--- config.mk ---
export PLATFORM = sky130hd
export DESIGN_NAME = axi4s_video_tpg
export DESIGN_NICKNAME = d
export VERILOG_FILES = /design/src/rtl/axi4s_video_tpg.sv
export SDC_FILE = /design/constraint.sdc
export NUM_CORES = 1
export LEC_CHECK = 0
export ABC_AREA = 1
export ABC_CLOCK_PERIOD_IN_PS = 6700
export CAP_MARGIN = 20
export CORE_ASPECT_RATIO = 1.1
export CORE_MARGIN = 2
export CORE_UTILIZATION = 60
export DETAILED_ROUTE_END_ITERATION = 6
export PLACE_DENSITY = 0.95
export SYNTH_ARGS = -nofsm -noshare
export SYNTH_HDL_FRONTEND = slang
export SYNTH_SLANG_ARGS = --single-unit
--- constraint.sdc ---
create_clock -name ACLK -period 6.7 [get_ports ACLK]
set_input_delay 1.005 -clock ACLK [delete_from_list [all_inputs] [get_ports ACLK]]
set_output_delay 1.005 -clock ACLK [all_outputs]
set_load 0.05 [all_outputs]
--- src/rtl/axi4s_video_tpg.sv ---
// AXI4-Stream video test-pattern generator.
// Emits width x height RGB888 frames with TUSER on the first pixel and TLAST
// at end of line, honours TREADY backpressure and idles for a programmable
// gap between frames. All stream outputs are registered.
module axi4s_video_tpg #(
  parameter int unsigned DW = 32
) (
  input  logic          ACLK,
  input  logic          ARESETn,
  input  logic          cfg_enable,
  input  logic [1:0]    cfg_pattern,
  input  logic [23:0]   cfg_color,
  input  logic [11:0]   cfg_width,
  input  logic [11:0]   cfg_height,
  input  logic [15:0]   cfg_gap,
  output logic [DW-1:0] TDATA,
  output logic [3:0]    TKEEP,
  output logic          TLAST,
  output logic          TUSER,
  output logic          TVALID,
  input  logic          TREADY,
  output logic [15:0]   frame_cnt,
  output logic          busy
);

  typedef enum logic [1:0] {S_IDLE, S_ACTIVE, S_GAP} state_t;

  state_t        r_state;
  logic          r_busy;
  logic [1:0]    r_pat;
  logic [23:0]   r_color;
  logic [11:0]   r_w;
  logic [11:0]   r_h;
  logic [15:0]   r_gap;
  logic [15:0]   r_gap_cnt;
  logic [11:0]   r_x;
  logic [11:0]   r_y;
  logic          r_valid;
  logic          r_last;
  logic          r_user;
  logic [DW-1:0] r_data;
  logic [15:0]   r_frame_cnt;

  logic          w_cfg_ok;
  logic          w_accept;
  logic          w_last_x;
  logic          w_frame_end;
  logic          w_start;
  logic [11:0]   w_nx;
  logic [11:0]   w_ny;

  function automatic logic [23:0] f_pixel(input logic [1:0]  pat,
                                          input logic [23:0] color,
                                          input logic [7:0]  x,
                                          input logic [7:0]  y);
    logic [23:0] p;
    case (pat)
      2'd0:    p = color;
      2'd1:    p = {3{x}};
      2'd2:    p = {3{y}};
      default: p = (x[4] ^ y[4]) ? '1 : '0;
    endcase
    return p;
  endfunction

  function automatic logic [DW-1:0] f_widen(input logic [23:0] p);
    logic [DW-1:0] v;
    v = '0;
    v[23:0] = p;
    return v;
  endfunction

  // Beat acceptance, next-coordinate and frame-start decisions.
  // Every path that begins a frame (from IDLE, back-to-back, or after the gap)
  // funnels through w_start so the latch/first-beat logic exists once.
  always_comb begin
    w_cfg_ok    = cfg_enable && (cfg_width != '0) && (cfg_height != '0);
    w_accept    = r_valid && TREADY;
    w_last_x    = (r_x == r_w - 12'd1);
    w_frame_end = (r_state == S_ACTIVE) && w_accept && w_last_x &&
                  (r_y == r_h - 12'd1);
    w_nx        = w_last_x ? '0 : r_x + 12'd1;
    w_ny        = w_last_x ? r_y + 12'd1 : r_y;
    w_start     = w_cfg_ok &&
                  ((r_state == S_IDLE) ||
                   (w_frame_end && (r_gap == '0)) ||
                   ((r_state == S_GAP) && (r_gap_cnt == 16'd1)));
  end

  // Frame state machine with registered stream outputs.
  always_ff @(posedge ACLK) begin
    if (!ARESETn) begin
      r_state     <= S_IDLE;
      r_busy      <= 1'b0;
      r_pat       <= '0;
      r_color     <= '0;
      r_w         <= '0;
      r_h         <= '0;
      r_gap       <= '0;
      r_gap_cnt   <= '0;
      r_x         <= '0;
      r_y         <= '0;
      r_valid     <= 1'b0;
      r_last      <= 1'b0;
      r_user      <= 1'b0;
      r_data      <= '0;
      r_frame_cnt <= '0;
    end else if (w_start) begin
      r_state <= S_ACTIVE;
      r_busy  <= 1'b1;
      r_pat   <= cfg_pattern;
      r_color <= cfg_color;
      r_w     <= cfg_width;
      r_h     <= cfg_height;
      r_gap   <= cfg_gap;
      r_x     <= '0;
      r_y     <= '0;
      r_valid <= 1'b1;
      r_user  <= 1'b1;
      r_last  <= (cfg_width == 12'd1);
      r_data  <= f_widen(f_pixel(cfg_pattern, cfg_color, 8'd0, 8'd0));
      if (w_frame_end)
        r_frame_cnt <= r_frame_cnt + 16'd1;
    end else begin
      case (r_state)
        S_IDLE: begin
          r_busy <= 1'b0;
        end
        S_ACTIVE: begin
          if (w_accept) begin
            if (w_frame_end) begin
              r_frame_cnt <= r_frame_cnt + 16'd1;
              r_valid     <= 1'b0;
              r_last      <= 1'b0;
              r_user      <= 1'b0;
              if (r_gap != '0) begin
                r_state   <= S_GAP;
                r_gap_cnt <= r_gap;
              end else begin
                r_state <= S_IDLE;
                r_busy  <= 1'b0;
              end
            end else begin
              r_x    <= w_nx;
              r_y    <= w_ny;
              r_user <= 1'b0;
              r_last <= (w_nx == r_w - 12'd1);
              r_data <= f_widen(f_pixel(r_pat, r_color, w_nx[7:0], w_ny[7:0]));
            end
          end
        end
        S_GAP: begin
          if (r_gap_cnt == 16'd1) begin
            r_state <= S_IDLE;
            r_busy  <= 1'b0;
          end else begin
            r_gap_cnt <= r_gap_cnt - 16'd1;
          end
        end
        default: begin
          r_state <= S_IDLE;
          r_busy  <= 1'b0;
        end
      endcase
    end
  end

  assign TDATA     = r_data;
  assign TKEEP     = 4'hF;
  assign TLAST     = r_last;
  assign TUSER     = r_user;
  assign TVALID    = r_valid;
  assign frame_cnt = r_frame_cnt;
  assign busy      = r_busy;

endmodule

---- After elaboration in Yosys (flattened, before gate mapping) ----
Index checks and enable logic that the tools add are counted.
word-level totals
  register bits ........................... 152
cells by class
  add/sub/neg operators ................... 6
  eq/ne operators ......................... 20
  mux-type cells .......................... 41
  bitwise operators ....................... 5
  reductions and logical operators ........ 32
operators with widths
  kind                                                                    number
  24-bit two-way mux                                                      6
  16-bit two-way mux                                                      8
  24-bit case mux with 3 select lines                                     1
  12-bit equality test                                                    3
  16-bit case mux with 2 select lines                                     1
  12-bit by 1-bit adder with 12-bit output, second input constant         2
  12-bit nonzero test                                                     2
  12-bit by 1-bit subtractor with 12-bit output, second input constant    2
  1-bit two-way mux                                                       17
  16-bit by 1-bit adder with 16-bit output, second input constant         1
  16-bit by 1-bit equality test with 1-bit output, second input constant  1
  16-bit zero test                                                        1
  4-bit AND reduction                                                     4
  16-bit nonzero test                                                     1
  16-bit by 1-bit subtractor with 16-bit output, second input constant    1
  12-bit by 1-bit equality test with 1-bit output, second input constant  1
  12-bit two-way mux                                                      1
  1-bit logical AND                                                       9
  3-bit inequality test, second input constant                            3
  3-bit AND reduction                                                     3
  2-bit two-way mux                                                       4
  8-bit two-way mux                                                       1
  2-bit inequality test, second input constant                            4
  2-bit nonzero test                                                      4
  other kinds (13)                                                        23

---- Longest topological paths before layout ----
  word-level depth ........................ 10
  gate-level depth with buffers ........... 23
  mapped depth without buffers ............ 20

---- Worst setup path before layout ----
No wires, ideal clock.
  path type ............................... in2reg
  from .................................... input TREADY
  to ...................................... register r_data[17] (netlist: TDATA[17])
  setup time .............................. 0.116 ns
  arrival ................................. 2.736 ns
  data required time ...................... 6.584 ns
  slack ................................... 3.848 ns
  cell stages on the path ................. 17
  path buffers ............................ 2
  cell sequence ........................... nand2_1 inv_1 nand2_1 nor2_1 nand3b_1 nor2_1 nand2_1 nor2_1 nand3_1 nor2_8 nand2_4 nand2_4 nand2_4 buf_6 buf_4 a21oi_1 nor2_1
between the ends
  longest elaborated chain between the ends .. 10
  elaborated cells between the ends (all ways) .. 13
  classes of those cells .................. eq/ne (1); mux (1); reduce/logical (11)
RTL lines
  item                                                                                                     line  RTL
  from (decl)                                                                                              21    input logic TREADY,
  1-bit logical AND (*)                                                                                    78    w_accept = r_valid && TREADY;
  1-bit logical AND (3 in a row)                                                                           80    w_frame_end = (r_state == S_ACTIVE) && w_accept && w_last_x &&
  1-bit logical AND                                                                                        86    (w_frame_end && (r_gap == '0)) ||
  1-bit logical OR                                                                                         85    ((r_state == S_IDLE) ||
  1-bit logical OR                                                                                         86
  1-bit logical AND                                                                                        84    w_start = w_cfg_ok &&
  2-bit by 1-bit inequality test with 1-bit output (no line) / 2-bit nonzero test (equally long branches)  -
  3-bit AND reduction (no line)                                                                            -
  to (signal assigned)                                                                                     121   r_data <= f_widen(f_pixel(cfg_pattern, cfg_color, 8'd0, 8'd0));
  to (signal assigned)                                                                                     148   r_data <= f_widen(f_pixel(r_pat, r_color, w_nx[7:0], w_ny[7:0]));
  to (decl)                                                                                                41    logic [DW-1:0] r_data;
Mark *: on every way between the ends. The rest lies on a longest branch, timed or not.
A chain may end at the register's enable or synchronous reset.

---- Final worst setup path ----
  from .................................... input TREADY
  to ...................................... register r_data[9] (netlist: TDATA[9])
Same word-level chain as after synthesis.

==> flow_summary_export.csv <==
group,metric,value,unit
yosys,asyncSetResetFlopFracSynth,0,
power_and_ir_drop,switching_share,0.359,
yosys,synth-main-ff-cell,"dfxtp_1",
floorplan,coreArea,14500,sq um
sta,timing.clock.skew,12.5,ps
cts,cts_stage_hold_buffer_count,0,
global_route,use_met3,0.0545,
floorplan,die-width,120,um
sta,timing_hold_violations_final,0,
floorplan,ios,126,
sta,fmaxAchievable,0.233,GHz
setup_path,critical_path_peak_fanout,48,
yosys,synthesized_area_fraction_occupied_by_ao_oa_aoi_and_oai_cells,0.161,
yosys,synth_area_leaders,"dfxtp_1, nand2_1, nand3_1, nor2_1, inv_1",
global_route,antenna_violations_before_repair,0,
cells_and_area,syn_to_final_growth,17.6,%
sta,timing.final.crit_share,0.640,
sta,finalSetupTns,0,ps
cells_and_area,nNetsFinal,1528,
global_route,grtUsageTotal,0.303,
global_route,grt_start_max_net_pins,125,
run_status,status,"completed",
sta,worst_pin_slew,1030,ps
yosys,synth_commonest_cells,"nand2_1, dfxtp_1, nor2_1, inv_1, nand3_1",
setup_path,end_kind,"register",
sta,timing.max_slew.rel_slack,0.315,
floorplan,dieArea,15900,sq um
setup_path,startpoint_type_of_the_worst_setup_path,"input port",
yosys,synth.largest_area_cell,"dfxtp_1",
power_and_ir_drop,power.total,2790,uW
setup_path,criticalPathCategory,"input port to register",
cells_and_area,antennaDiodeCount,0,
power_and_ir_drop,p_per_area,266,nW/um^2
yosys,synthAdderAreaFrac,0.00981,
global_route,grtUsageMet1,0.377,
yosys,syn-cell-area,8930,sq um
sta,final.min_clock_period,4290,ps
place,gp_congestion,0.902,
yosys,post_synth_xor_area_fraction,0.0255,
power_and_ir_drop,internal_power_summed_over_all_cells,1790,uW
global_route,gr-usage-met2,0.525,
global_route,gr-max-usage-layer,"met2",
detailed_routing,drtAntennaViolNets,0,
setup_path,timing.critical_path.required,7020,ps
yosys,post_synth_and_or_nand_nor_area_fraction,0.352,
cts,clock_sink_count,152,
floorplan,cell_rows,46,
yosys,most_numerous_cell_in_the_yosys_netlist,"nand2_1",
sta,final_max_slew_viol_count,0,
cts,clkTransAtPathRegs,60,ps
detailed_routing,route.detailed.wl_per_inst,14.5,um
place,portBuffers,113,
sta,report.final.setup_viol,0,
detailed_routing,first_pass_iters,6,
power_and_ir_drop,p_leak,0.00458,uW
yosys,ys_seq_elements,152,
floorplan,fp.dieH,132,um
cts,insertion_delay,440,ps
power_and_ir_drop,power.share.clock,0.329,
cts,max-clock-path-buffers,2,
global_route,first_global_vias,8691,
flow_run,cap_viol_max_count,0,
yosys,synth_warnings,0,
yosys,main_combinational_cell_family_by_area_after_synthesis,"simple AND/OR/NAND/NOR gates",
yosys,seq_area_frac_synth,0.341,
cts,cts_resized,0,
cts,ctsRootBufferMaster,"clkbuf_16",
global_route,grt_overflow,0,
cts,cts_setup_buffers,0,
cts,tritoncts,"yes",
detailed_routing,drt_first_iter_violations,818,
detailed_routing,detail_route.wirelength,24000,um
yosys,synthesis.instances,1375,
cts,htree_num_levels,4,
sta,setup_repair_after_global_routing_missed_its_margin,"no",
yosys,synth_enable_flop_cells,0,
detailed_routing,dr_total_vias,9337,
worst_hold_path,hold_path.class,"register to register",
cells_and_area,n_fill_cell,1111,
power_and_ir_drop,p_sw,1000,uW
power_and_ir_drop,pwr-share-comb,0.292,
yosys,yosysTopAreaCellShare,0.341,
cells_and_area,ratio_of_cells_with_drive_above_1_in_the_final_layout,0.0635,
floorplan,initial_utilization,0.616,
power_and_ir_drop,pwr-share-seq,0.379,
detailed_routing,post-route-drc-count,0,
cts,cts_buf_count,17,
yosys,synth.avg_cell_area,6.50,sq um
place,dp.final_hpwl,16700,um
global_route,grt_pass1_wl,39800,um
power_and_ir_drop,power.ir.vdd_worst,0.198,mV
setup_path,critical_path_arrival,4610,ps
detailed_routing,route.detailed.vias_per_inst,5.64,
yosys,netlist-cell-type-count,45,
yosys,synth_mux_area_frac,0,
==> layer usage <==
metal / vias to the layer above / wire length (um) / part of all wire
met5: - / 0 / 0
met4: 0 / 637 / 0.027
met3: 60 / 1770 / 0.074
met2: 419 / 11700 / 0.49
met1: 4241 / 9900 / 0.41
li1: 4617 / - / -
==> worst max-delay path, stage by stage <==
cell and delay [ps]:
clkdlybuf4s50_1 390, nand2_1 70, inv_1 50, nand2_1 390, nor2_1 100, nand3b_1 100
nor2_1 50, nand2_1 50, nor2_1 40, nand3_1 300, nor2_8 120, nor2_1 700
inv_2 390, nand2_4 480, o21ai_0 160, a21oi_1 140, nor2_1 50
==> stage by stage <==
step	util	worst slack, ps	hold slack, ps	instances	instance area [sq um]
after floorplan	-	3850	419	1385	8970
after global placement	0.683	2180	427	1623	9910
after detailed placement	0.683	2070	434	1623	9910
after CTS	0.722	2510	448	1655	10500
after global routing	0.724	2060	460	1656	10500
final	0.724	2410	448	1656	10500
==> final cells by class <==
type | instances | area, sq um | share of cell area
Tap cell | 192 | 240 | 0.0229
Clock inverter | 10 | 95.1 | 0.00906
Multi-Input combinational cell | 1020 | 4940 | 0.471
Timing Repair Buffer | 117 | 1180 | 0.112
Sequential cell | 152 | 3040 | 0.290
Inverter | 143 | 539 | 0.0514
Clock buffer | 22 | 464 | 0.0442
==> placed cells by master (no fill, tap or decap), types with 17 or more instances in the layout <==
master,netlist,layout
a21oi_1,88,88
a21oi_2,17,17
clkbuf_16,0,17
clkdlybuf4s50_1,0,112
dfxtp_1,152,152
inv_1,135,135
nand2_1,345,345
nand3_1,128,128
nand4_1,19,19
nor2_1,149,148
o21ai_0,99,99
o21ai_1,41,41
xor2_1,17,17
==> flip-flops by register name, indices dropped and copies added, names as in the netlist, 2 cells and up <==
name       flops
TDATA         24
r_color       24
frame_cnt     16
r_gap         16
r_gap_cnt     16
r_h           12
r_w           12
r_x           12
r_y           12
r_pat          2
r_state        2
==> power groups by stage <==
stage | sequential, uW | combinational [uW] | clock (uW)
after global routing | 1070 | 902 | 955
after floorplan | 1130 | 550 | 0
final | 1060 | 814 | 919
after detailed placement | 1070 | 788 | 0
after global placement | 1070 | 768 | 0
after CTS | 1060 | 797 | 918
==> kinds of logic (layout without fill, tap and decap cells) <==
group	Yosys count	after routing
and+or+nand+nor	710	710
buffers and inverters	213	292
AOI/OAI and AO/OA	265	265
other	2	12
xor gates and xnor gates	26	26
adders and majority gates	7	7
DFF	152	152
==> final timing paths <==
| check | startpoint | end | slack (ps) | cells after the start |
|---|---|---|---|---|
| setup / recovery | TREADY | TDATA[9]$_SDFFE_PN0P_ | 2410 | 17 |
| hold / removal | r_color[15]$_SDFFE_PN0N_ | r_color[15]$_SDFFE_PN0N_ | 450 | 2 |
| setup reg to reg | r_w[0]$_SDFFE_PN0N_ | TDATA[9]$_SDFFE_PN0P_ | 2480 | 17 |
| hold reg to reg | r_color[15]$_SDFFE_PN0N_ | r_color[15]$_SDFFE_PN0N_ | 450 | 2 |
No activity file was read; power rests on OpenSTA's default activity.
==> RTL edit (same settings) <==
`DW`: 32 -> 48.
--- a/src/rtl/axi4s_video_tpg.sv
+++ b/src/rtl/axi4s_video_tpg.sv
@@ -5,3 +5,3 @@
 module axi4s_video_tpg #(
-  parameter int unsigned DW = 32
+  parameter int unsigned DW = 48
 ) (
Interface: changed (resized TDATA); port bits go from 126 to 142. The function was not compared with the original's and may differ.
==> RTL edit against the original RTL <==
Design area increased by 0.86%. Total power increased by 2.1%. Count of clock-buffer cells in the layout decreased by 3. Sequential cell count unchanged. Global-route usage about the same. Wire length increased by 1.4%. Area after synthesis increased by 1.3%. Worst setup slack improved by 0.00062 ns. Non-clock buffer count increased by 1. Critical path type unchanged. Critical endpoint unchanged. Highest routed layer unchanged.
==> RTL edit: results <==
finish:
  nNetsFinal: 1545
  instances_no_fill: 1677
  stdcell_area_um2: 10600
  fillers: 1126
power_and_ir_drop:
  p_leak_uw: 0.00465
  p_switching_uw: 1040
  max-vdd-ir-drop_v: 0.000190
synth:
  yosysSeqAreaShare_pct: 33.6
  synth-main-ff-cell: "dfxtp_1"
  syn_avg_cell_area_um2: 6.51
placement:
  placedCellCount: 1644
  dpl_worst_slack_ns: 1.87
  post-dp-hpwl_mm: 16.7
  placed_area_um2: 9980
global_routing:
  grt_pass1_wl_mm: 40.0
  grt_max_degree: 126
  grt_usage_pct: 30.3
routing:
  wl_per_cell_um: 14.5
  dr.first_iter.drc_count: 938
worst_setup_path:
  regToRegSetupSlack_ns: 2.57
timing:
  worstMarginPinSlew_ns: 1.00
  setup_slack_ns: 2.41
  hold-worst-slack_ns: 0.448
min_path:
  hold_end: "r_color[12]"
  hold_start: "r_color[12]"
run_status:
  status: "completed"
-- RTL edit: changes by cell type after synthesis, sizes merged --
cell	change
buf	+16
-- RTL edit: logic make-up (layout without fill, tap and decap cells) --
family / after synthesis / after routing / synth area share (%)
other: 2 / 28 / 0.0830
buffers and inverters: 229 / 293 / 12.2
adders and majority gates: 7 / 7 / 0.968
and+or+nand+nor: 710 / 710 / 34.7
DFF: 152 / 152 / 33.6
xor gates and xnor gates: 26 / 26 / 2.52
AOI/OAI and AO/OA: 265 / 265 / 15.9
-- RTL edit: worst max-delay path by stage --
stage          cells after the start         to  startpoint
3_5_place_dp                      18   TDATA[2]      TREADY
3_3_place_gp                      18   TDATA[3]      TREADY
6_report                          17   TDATA[9]      TREADY
5_1_grt                           20  TDATA[17]      TREADY
2_1_floorplan                     17  TDATA[17]      TREADY
4_1_cts                           18   TDATA[2]      TREADY
-- RTL edit: metal layers --
| metal | part of all wire [%] | track usage, % |
|---|---|---|
| met1 | 41 | 37.3 |
| met5 | 0 | 0 |
| met4 | 3.1 | 12.7 |
| met3 | 8.0 | 6.68 |
| met2 | 48 | 50.8 |
-- RTL edit: tightest hold or removal path: stages (launching register included) --
cell     delay [ns]
dfxtp_1        0.31
nand2_1        0.06
nand2_1        0.04
-- RTL edit: cell type report --
class / count / area share [%]
multi-input combinational: 1036 / 47.2
sequential: 152 / 28.7
timing repair buffer: 118 / 11.2
inverter: 143 / 5.09
clock buffer: 19 / 4.09
tap: 196 / 2.32
clock inverter: 13 / 1.38
-- RTL edit: power by group through the flow --
stage          clock (uW)  sequential [uW]  combinational, uW
2_1_floorplan           0             1130                577
3_3_place_gp            0             1070                788
3_5_place_dp            0             1070                811
4_1_cts               956             1050                820
5_1_grt              1000             1070                924
6_report              956             1060                834
